<file path="src/rtl/sdnet_to_mtpsa_pkg.sv">
// Shared definitions for the SDNet <-> MTPSA adapters: tuple widths, SUME tuser
// field offsets and the egress FSM state encoding.
package sdnet_mtpsa_pkg;

   localparam int unsigned META_KEEP_WIDTH = 48;
   localparam int unsigned DIGEST_WIDTH    = 256;

   // Bit offsets within the SUME-format tuser {digest, metadata[47:0]}
   localparam int unsigned PKT_LEN_LSB  = 0;
   localparam int unsigned PKT_LEN_W    = 16;
   localparam int unsigned SRC_PORT_LSB = 16;
   localparam int unsigned DST_PORT_LSB = 24;
   localparam int unsigned SEND_DIG_LSB = 32;
   localparam int unsigned USER_ID_LSB  = 40;
   localparam int unsigned FIELD8_W     = 8;
   localparam int unsigned DIGEST_LSB   = META_KEEP_WIDTH;

   localparam logic [0:0] ST_FIRST = 1'b0;
   localparam logic [0:0] ST_BODY  = 1'b1;

endpackage

</file>
<file path="src/rtl/sdnet_to_mtpsa_tuple_fifo.sv">
// Small synchronous FIFO with a combinational head; the caller only pushes
// while full when a pop is taken in the same cycle.
module tuple_fifo #(
   parameter int unsigned WIDTH = 304,
   parameter int unsigned DEPTH = 4
) (
   input  logic             clk,
   input  logic             rst,
   input  logic             push,
   input  logic             pop,
   input  logic [WIDTH-1:0] din,
   output logic [WIDTH-1:0] head,
   output logic             full,
   output logic             empty
);

   localparam int unsigned AW = $clog2(DEPTH);

   logic [WIDTH-1:0] mem [DEPTH];
   logic [AW:0]      wr_ptr;
   logic [AW:0]      rd_ptr;

   assign empty = (wr_ptr == rd_ptr);
   assign full  = (wr_ptr[AW] != rd_ptr[AW]) && (wr_ptr[AW-1:0] == rd_ptr[AW-1:0]);
   assign head  = mem[rd_ptr[AW-1:0]];

   always_ff @(posedge clk) begin
      if (rst) begin
         wr_ptr <= '0;
         rd_ptr <= '0;
      end else begin
         if (push) wr_ptr <= wr_ptr + (AW+1)'(1);
         if (pop)  rd_ptr <= rd_ptr + (AW+1)'(1);
      end
   end

   // Storage carries no reset; validity is tracked by the pointers alone
   always_ff @(posedge clk) begin
      if (push) mem[wr_ptr[AW-1:0]] <= din;
   end

endmodule

</file>
<file path="src/rtl/sdnet_to_mtpsa.sv">
// Egress adapter: queues SDNet output tuples and re-attaches each one as SUME
// tuser on the first beat of its packet, stalling packets that outrun their tuple.
module sdnet_to_mtpsa
   import sdnet_mtpsa_pkg::*;
#(
   parameter int unsigned C_AXIS_DATA_WIDTH    = 256,
   parameter int unsigned C_TUPLE_WIDTH        = 128,
   parameter int unsigned DIGEST_WIDTH         = sdnet_mtpsa_pkg::DIGEST_WIDTH,
   parameter int unsigned META_KEEP_WIDTH      = sdnet_mtpsa_pkg::META_KEEP_WIDTH,
   parameter int unsigned C_M_AXIS_TUSER_WIDTH = 304,
   parameter int unsigned TUPLE_FIFO_DEPTH     = 4
) (
   input  logic                              axis_aclk,
   input  logic                              axis_rst,
   input  logic [C_AXIS_DATA_WIDTH-1:0]      s_axis_tdata,
   input  logic [C_AXIS_DATA_WIDTH/8-1:0]    s_axis_tkeep,
   input  logic                              s_axis_tvalid,
   output logic                              s_axis_tready,
   input  logic                              s_axis_tlast,
   input  logic                              tuple_meta_valid,
   input  logic [C_TUPLE_WIDTH-1:0]          tuple_meta_data,
   input  logic                              tuple_digest_valid,
   input  logic [DIGEST_WIDTH-1:0]           tuple_digest_data,
   output logic [C_AXIS_DATA_WIDTH-1:0]      m_axis_tdata,
   output logic [C_AXIS_DATA_WIDTH/8-1:0]    m_axis_tkeep,
   output logic [C_M_AXIS_TUSER_WIDTH-1:0]   m_axis_tuser,
   output logic                              m_axis_tvalid,
   input  logic                              m_axis_tready,
   output logic                              m_axis_tlast,
   output logic                              tuple_overflow,
   output logic [15:0]                       tuple_drop_count,
   output logic [15:0]                       valid_mismatch_count,
   output logic [31:0]                       pkt_count
);

   logic [0:0]                      state;
   logic [0:0]                      state_nx;
   logic [C_M_AXIS_TUSER_WIDTH-1:0] entry;
   logic [C_M_AXIS_TUSER_WIDTH-1:0] head;
   logic                            full;
   logic                            empty;
   logic                            gate;
   logic                            hs;
   logic                            push;
   logic                            pop;
   logic                            drop;
   logic                            unused_meta;

   // Only the low metadata fields travel downstream
   assign unused_meta = ^tuple_meta_data[C_TUPLE_WIDTH-1:META_KEEP_WIDTH];

   assign entry = {(tuple_digest_valid ? tuple_digest_data : {DIGEST_WIDTH{1'b0}}),
                   tuple_meta_data[META_KEEP_WIDTH-1:0]};

   // A packet may start only once its tuple is at the FIFO head
   assign gate          = (state == ST_BODY) || !empty;
   assign m_axis_tvalid = s_axis_tvalid && gate;
   assign s_axis_tready = m_axis_tready && gate;
   assign hs            = s_axis_tvalid && s_axis_tready;
   assign m_axis_tdata  = s_axis_tdata;
   assign m_axis_tkeep  = s_axis_tkeep;
   assign m_axis_tlast  = s_axis_tlast;
   assign m_axis_tuser  = (state == ST_FIRST) ? head : {C_M_AXIS_TUSER_WIDTH{1'b0}};

   assign pop  = hs && (state == ST_FIRST);
   assign push = tuple_meta_valid && (!full || pop);
   assign drop = tuple_meta_valid && full && !pop;

   tuple_fifo #(
      .WIDTH (C_M_AXIS_TUSER_WIDTH),
      .DEPTH (TUPLE_FIFO_DEPTH)
   ) u_tuple_fifo (
      .clk   (axis_aclk),
      .rst   (axis_rst),
      .push  (push),
      .pop   (pop),
      .din   (entry),
      .head  (head),
      .full  (full),
      .empty (empty)
   );

   always_comb begin
      state_nx = state;
      if (hs) begin
         if (state == ST_FIRST) begin
            if (!s_axis_tlast) state_nx = ST_BODY;
         end else if (s_axis_tlast) begin
            state_nx = ST_FIRST;
         end
      end
   end

   always_ff @(posedge axis_aclk) begin
      if (axis_rst) state <= ST_FIRST;
      else          state <= state_nx;
   end

   // Debug counters: drop/mismatch saturate, packet count wraps
   always_ff @(posedge axis_aclk) begin
      if (axis_rst) begin
         tuple_overflow       <= 1'b0;
         tuple_drop_count     <= 16'd0;
         valid_mismatch_count <= 16'd0;
         pkt_count            <= 32'd0;
      end else begin
         if (drop) begin
            tuple_overflow <= 1'b1;
            if (tuple_drop_count != 16'hFFFF) tuple_drop_count <= tuple_drop_count + 16'd1;
         end
         if ((tuple_meta_valid ^ tuple_digest_valid) && (valid_mismatch_count != 16'hFFFF))
            valid_mismatch_count <= valid_mismatch_count + 16'd1;
         if (hs && s_axis_tlast) pkt_count <= pkt_count + 32'd1;
      end
   end

endmodule

</file>
<file path="config.mk">
export PLATFORM = sky130hd
export DESIGN_NAME = sdnet_to_mtpsa
export DESIGN_NICKNAME = d
export VERILOG_FILES = /design/src/rtl/sdnet_to_mtpsa_pkg.sv /design/src/rtl/sdnet_to_mtpsa_tuple_fifo.sv /design/src/rtl/sdnet_to_mtpsa.sv
export SDC_FILE = /design/constraint.sdc
export NUM_CORES = 1
export LEC_CHECK = 0
export BUFFER_PORTS_ARGS = -buffer_cell sky130_fd_sc_hd__buf_4
export CORE_AREA = 2 2 527 529
export DETAILED_ROUTE_END_ITERATION = 8
export DIE_AREA = 0 0 529 531
export PLACE_DENSITY = 0.35
export SYNTH_ARGS = -nofsm -noshare
export SYNTH_HDL_FRONTEND = slang
export SYNTH_SLANG_ARGS = --single-unit
</file>
<file path="constraint.sdc">
create_clock -name axis_aclk -period 15.58 [get_ports axis_aclk]
set_input_delay 4.674 -clock axis_aclk [delete_from_list [all_inputs] [get_ports axis_aclk]]
set_output_delay 4.674 -clock axis_aclk [all_outputs]
set_load 0.02 [all_outputs]
</file>
Yosys cells after proc, flatten, opt, wreduce, memory -nomap -nowiden
Memories as Yosys holds them, arrays and structs flattened. A register that Yosys moved wholly into a read port is not among the register bits.
Cells that the tools add are included.
{"block": "totals", "mem_count": 1, "ram_bits": 1216, "in_bits": 679, "mem_bits_ro": 0, "latchBits": 0, "out_inout_bits": 660, "elab_cells": 43, "register_bits": 72}
{"name": "u_tuple_fifo.mem", "depth": 4, "width": 304, "read_ports": 1, "rd_ports_with_merged_regs": 1, "write_ports": 1, "line_no": "sdnet_to_mtpsa_tuple_fifo.sv:19", "rtl": "logic [WIDTH-1:0] mem [DEPTH];"}
{"block": "op_classes", "eq_ne": 5, "bitwise_logic": 2, "shift": 0, "mux": 7, "div_mod_pow": 0, "order_cmp": 0, "n_addsub": 5, "reduce_logical": 16, "n_mul": 0}
{"cell": "304-bit two-way mux", "n": 1}
{"cell": "256-bit two-way mux", "n": 1}
{"cell": "16-bit by 1-bit adder with 16-bit output, second input constant", "n": 2}
{"cell": "32-bit by 1-bit adder with 32-bit output, second input constant", "n": 1}
{"cell": "16-bit != test, second input constant", "n": 2}
{"cell": "1-bit logical AND", "n": 10}
{"cell": "3-bit by 1-bit adder with 3-bit output, second input constant", "n": 2}
{"cell": "2-bit two-way mux", "n": 2}
{"cell": "3-bit equality test", "n": 1}
{"cell": "1-bit zero test", "n": 3}
{"cell": "1-bit two-way mux", "n": 3}
{"cell": "2-bit equality test", "n": 1}
{"cell": "1-bit logical OR", "n": 2}
{"cell": "2-bit AND reduction", "n": 1}
{"cell": "1-bit != test", "n": 1}
{"cell": "1-bit inverter", "n": 1}
{"cell": "1-bit XOR", "n": 1}

Depth between registers and ports, before layout
{"block": "logic_depth", "depth_word": 10, "depth_mapped": 7, "mapped_depth_nobuf": 6}

Hierarchy
A second synthesis with hierarchy kept.
{"block": "hier_totals", "cells_unflattened": 2910, "hier_area_um2": 53313.6}
{"mod": "tuple_fifo", "n_inst": 1, "area_each_um2": 44281.2, "cells_each": 1628, "seq_area_each_um2": 36675.2}
{"mod": "sdnet_to_mtpsa", "n_inst": 1, "area_each_um2": 9032.4, "cells_each": 1282, "seq_area_each_um2": 1321.3}

Least setup slack after synthesis
Ideal clock, no wire load.
{"block": "synth_timing", "path_type": "input to register", "from": "input tuple_meta_valid", "to": "memory u_tuple_fifo.mem[3][0], enable pin", "arrival_time_ns": 12.251, "path_buffers": 1, "setup_time_ns": 0.706, "cell_stages": 4, "path_slack_ns": 2.623, "t_required_ns": 14.874, "path_cell_list": "buf_2 > inv_1 > a41oi_1 > and2_1"}
{"block": "synth_between", "elab_chain_cells": 3}
{"element": "start: declaration", "line_no": "sdnet_to_mtpsa.sv:20", "rtl": "input logic tuple_meta_valid,"}
{"element": "1-bit logical AND", "line_no": "sdnet_to_mtpsa.sv:66", "rtl": "assign push = tuple_meta_valid && (!full || pop);"}
{"element": "1-bit two-way mux", "line_no": "sdnet_to_mtpsa_tuple_fifo.sv:39", "rtl": "if (push) mem[wr_ptr[AW-1:0]] <= din;"}
{"element": "1-bit two-way mux (not written as such)", "line_no": "sdnet_to_mtpsa_tuple_fifo.sv:39"}
{"element": "end: declaration", "line_no": "sdnet_to_mtpsa_tuple_fifo.sv:19"}
No other way between the ends.

Worst setup path in the final report
{"block": "layout_timing", "from": "input m_axis_tready", "to": "output s_axis_tready"}
{"block": "layout_between", "elab_chain_cells": 1}
{"element": "start: declaration", "line_no": "sdnet_to_mtpsa.sv:28", "rtl": "input logic m_axis_tready,"}
{"element": "1-bit logical AND", "line_no": "sdnet_to_mtpsa.sv:58", "rtl": "assign s_axis_tready = m_axis_tready && gate;"}
{"element": "end: declaration", "line_no": "sdnet_to_mtpsa.sv:18", "rtl": "output logic s_axis_tready,"}
No other way between the ends.

==> impl_metrics.toml <==
[finish]
final_layout_size_suffix_gt1_share_pct = 35.6
area_growth_pct = 23.0
fillers = 28546
nNetsFinal = 4058
final_util_pct = 23.8

[timing]
worstMarginPinSlew_ns = 1.08
setup_viol = 0
fin_crit_ns = 9.80
slew_headroom_pct = 27.8
rsz0062_at_grt = "false"
fin_skew_ns = 0.0553
hold_viol_final = 0
finalCritPeriodShare_pct = 62.9
timing.fmax_mhz = 102
setup_tns_ns = 0
drv_slew = 0
holdWs_ns = 0.479

[pwr]
leakage_uw = 0.0216
p_sw_uw = 2180
p_int_uw = 6490
power_frac_seq_pct = 46.2
peakVddDrop_v = 0.0000749
p_clk_share_pct = 41.1
power_density_nw_per_um2 = 133
p_comb_share_pct = 12.7
p_sw_share_pct = 25.1

[floorplanning]
die_x_um = 529
placeableCoreArea_sq_um = 275000
die_h_um = 531
ios = 1339
die_area_sq_um = 281000
initial_core_util_pct = 19.3
rows = 193

[critical_path]
path_class = "in -> out"
endpoint_kind = "primary output"
rr_endpoint = "u_tuple_fifo.mem[3][5]"
critPathMostFrequentCell = "buf_4"
critPathMaxFanout = 6
path_cells = "buf_4 -> and2_1 -> buf_4"
r2r_cells = 6
reg2reg_slack_ns = 11.05
cpPeakStageDelay_ns = 0.16
required_ns = 10.91
arrival_ns = 5.13
r2r_start = "state"
crit_path_top_delay_cell = "buf_4"
startpoint_type = "input port"

[global_routing]
first_global_vias = 28796
grt_pass1_wl_um = 276000
globalRouteOverflowTotal = 0
grt_max_degree = 118
grt_use_total_pct = 14.4
antenna_found_initial = 55

[clocking]
numCtsBuffers = 164
clk_latency_ns = 0.83
postCtsSetupRepairBufs = 0
root_buffer = "clkbuf_16"
ctsHtreeMaxLevel = 4
tritoncts = "built"
clock_path_buffers = 4
clkTransAtPathRegs_ns = 0.06
post_cts_resized = 0
holdBufCountCts = 0
cts_sinks = 1290

[synth]
syn-cell-area_sq_um = 53200
synth_ff_type = "edfxtp_1"
yosysSeqAreaShare_pct = 71.4
netlist.area_leader.share_pct = 68.6
synth_edf_count = 1216
synth_warnings = 0
synth_nets = 3611
synthCells = 2924
avgSynthCellArea_sq_um = 18.2
synth_cell_types = 47
synth_area_leaders = "edfxtp_1, mux4_2, buf_4"
synth-seq-cells = 1290
async_flop_share_pct = 0
yosysTopAreaCell = "edfxtp_1"

[routing]
ant_nets = 0
drt_iter0_markers = 1539
wire_per_inst_um = 29.6
vias = 27595
totalWireLength_um = 210000
drt-pass1-iter-count = 5
drc = 0
via_per_inst = 3.89

[hold_path]
hold_depth = 2
min_from = "tuple_overflow"
hold_path_end = "tuple_overflow"
hp-class = "reg -> reg"

[placement]
gp_congestion = 0.795
port_buffers = 682
hpwl_um = 146000

[run_status]
status = "finished, final reports clean"

[run]
drv_cap = 0
-- cell families after synthesis --
logic type | count (synthesis) | share of synthesized area [%]
simple gates | 770 | 8.73
flops | 1290 | 71.4
buf+inv | 445 | 5.28
mux | 310 | 13.0
compound gates | 50 | 0.539
fa+ha+maj | 8 | 0.188
xor+xnor | 51 | 0.854
-- flip-flops by register name, summed over array words and instances (netlist names), named ones only --
signal and cells:
u_tuple_fifo.mem 1216, pkt_count 32, tuple_drop_count 16, valid_mismatch_count 16
u_tuple_fifo.rd_ptr 3, u_tuple_fifo.wr_ptr 3, state 1, tuple_overflow 1
-- metal layers --
layer	part of all wire, %	track usage (%)	vias up
li1	-	-	11826
met5	0.23	0.735	-
met1	32	13.6	14157
met4	5.9	7.85	42
met2	50	24.6	1153
met3	13	8.06	417
-- through the flow --
step	area [sq um]	cells	power (uW)	setup WS, ns
after floorplan	53200	2924	4820	2.62
after global placement	60500	6812	5230	5.78
after detailed placement	60500	6812	5230	5.78
after CTS	65400	7095	8870	5.78
after global routing	65500	7096	9040	5.77
final	65500	7098	8670	5.78
-- final cells by class --
type	instances	area, sq um	share of cell area, %
Antenna cell	3	7.51	0.0115
Clock buffer	216	4380	6.70
Clock inverter	67	538	0.822
Inverter	11	41.3	0.0631
Multi-Input combinational cell	1189	12400	19.0
Sequential cell	1290	38000	58.1
Tap cell	3607	4510	6.89
Timing Repair Buffer	715	5560	8.50
-- worst max path at each step --
stage | from | to | slack, ns | cells past startpoint
after detailed placement | m_axis_tready | s_axis_tready | 5.78 | 3
after CTS | m_axis_tready | s_axis_tready | 5.78 | 3
after floorplan | tuple_meta_valid | u_tuple_fifo.mem[3][0] | 2.62 | 4
final | m_axis_tready | s_axis_tready | 5.78 | 3
after global placement | m_axis_tready | s_axis_tready | 5.78 | 3
after global routing | m_axis_tready | s_axis_tready | 5.77 | 3
-- Yosys cell counts (all sizes together) (2+ instances only) --
master  count
a211oi      3
a21oi      22
and2      264
and3        5
and4        7
buf       330
clkbuf    103
dfxtp      74
edfxtp   1216
ha          8
inv        11
mux2        3
mux2i       3
mux4      304
nand2      22
nand3      23
nand3b      2
nand4      29
nand4b      2
nor2       67
nor2b     309
nor3        4
nor4       10
nor4b       5
o21ai      16
o31ai       3
or3        11
or4         8
xnor2      28
xor2       23
-- cell usage in the layout (no fill, tap or decap), types with 5 or more instances in the layout --
cell	n
nand2_1	22
a21oi_1	22
o21ai_0	16
nand3_1	23
nand4_1	29
or3_1	11
ha_1	8
mux4_2	304
dfxtp_1	71
clkinv_2	19
nor4_1	8
and3_1	5
and2_1	260
nor4b_1	5
clkinv_1	31
or4_1	6
xnor2_1	28
nor2_1	67
bufinv_16	6
xor2_1	22
clkbuf_1	47
inv_1	11
edfxtp_1	1216
and4_1	5
clkbuf_16	167
nor2b_1	309
buf_12	15
buf_4	699
-- power groups by stage --
stage          combinational, uW  clock (uW)  sequential [uW]
2_1_floorplan                712           0             4110
3_3_place_gp                1150           0             4080
3_5_place_dp                1150           0             4080
4_1_cts                     1150        3710             4010
5_1_grt                     1190        3830             4020
6_report                    1110        3560             4010
-- critical path: cells and delay by family --
kind,cells,cell delay (ns)
buffers and inverters,2,0.31
and+or+nand+nor,1,0.14
No activity file was read; power rests on OpenSTA's default activity.
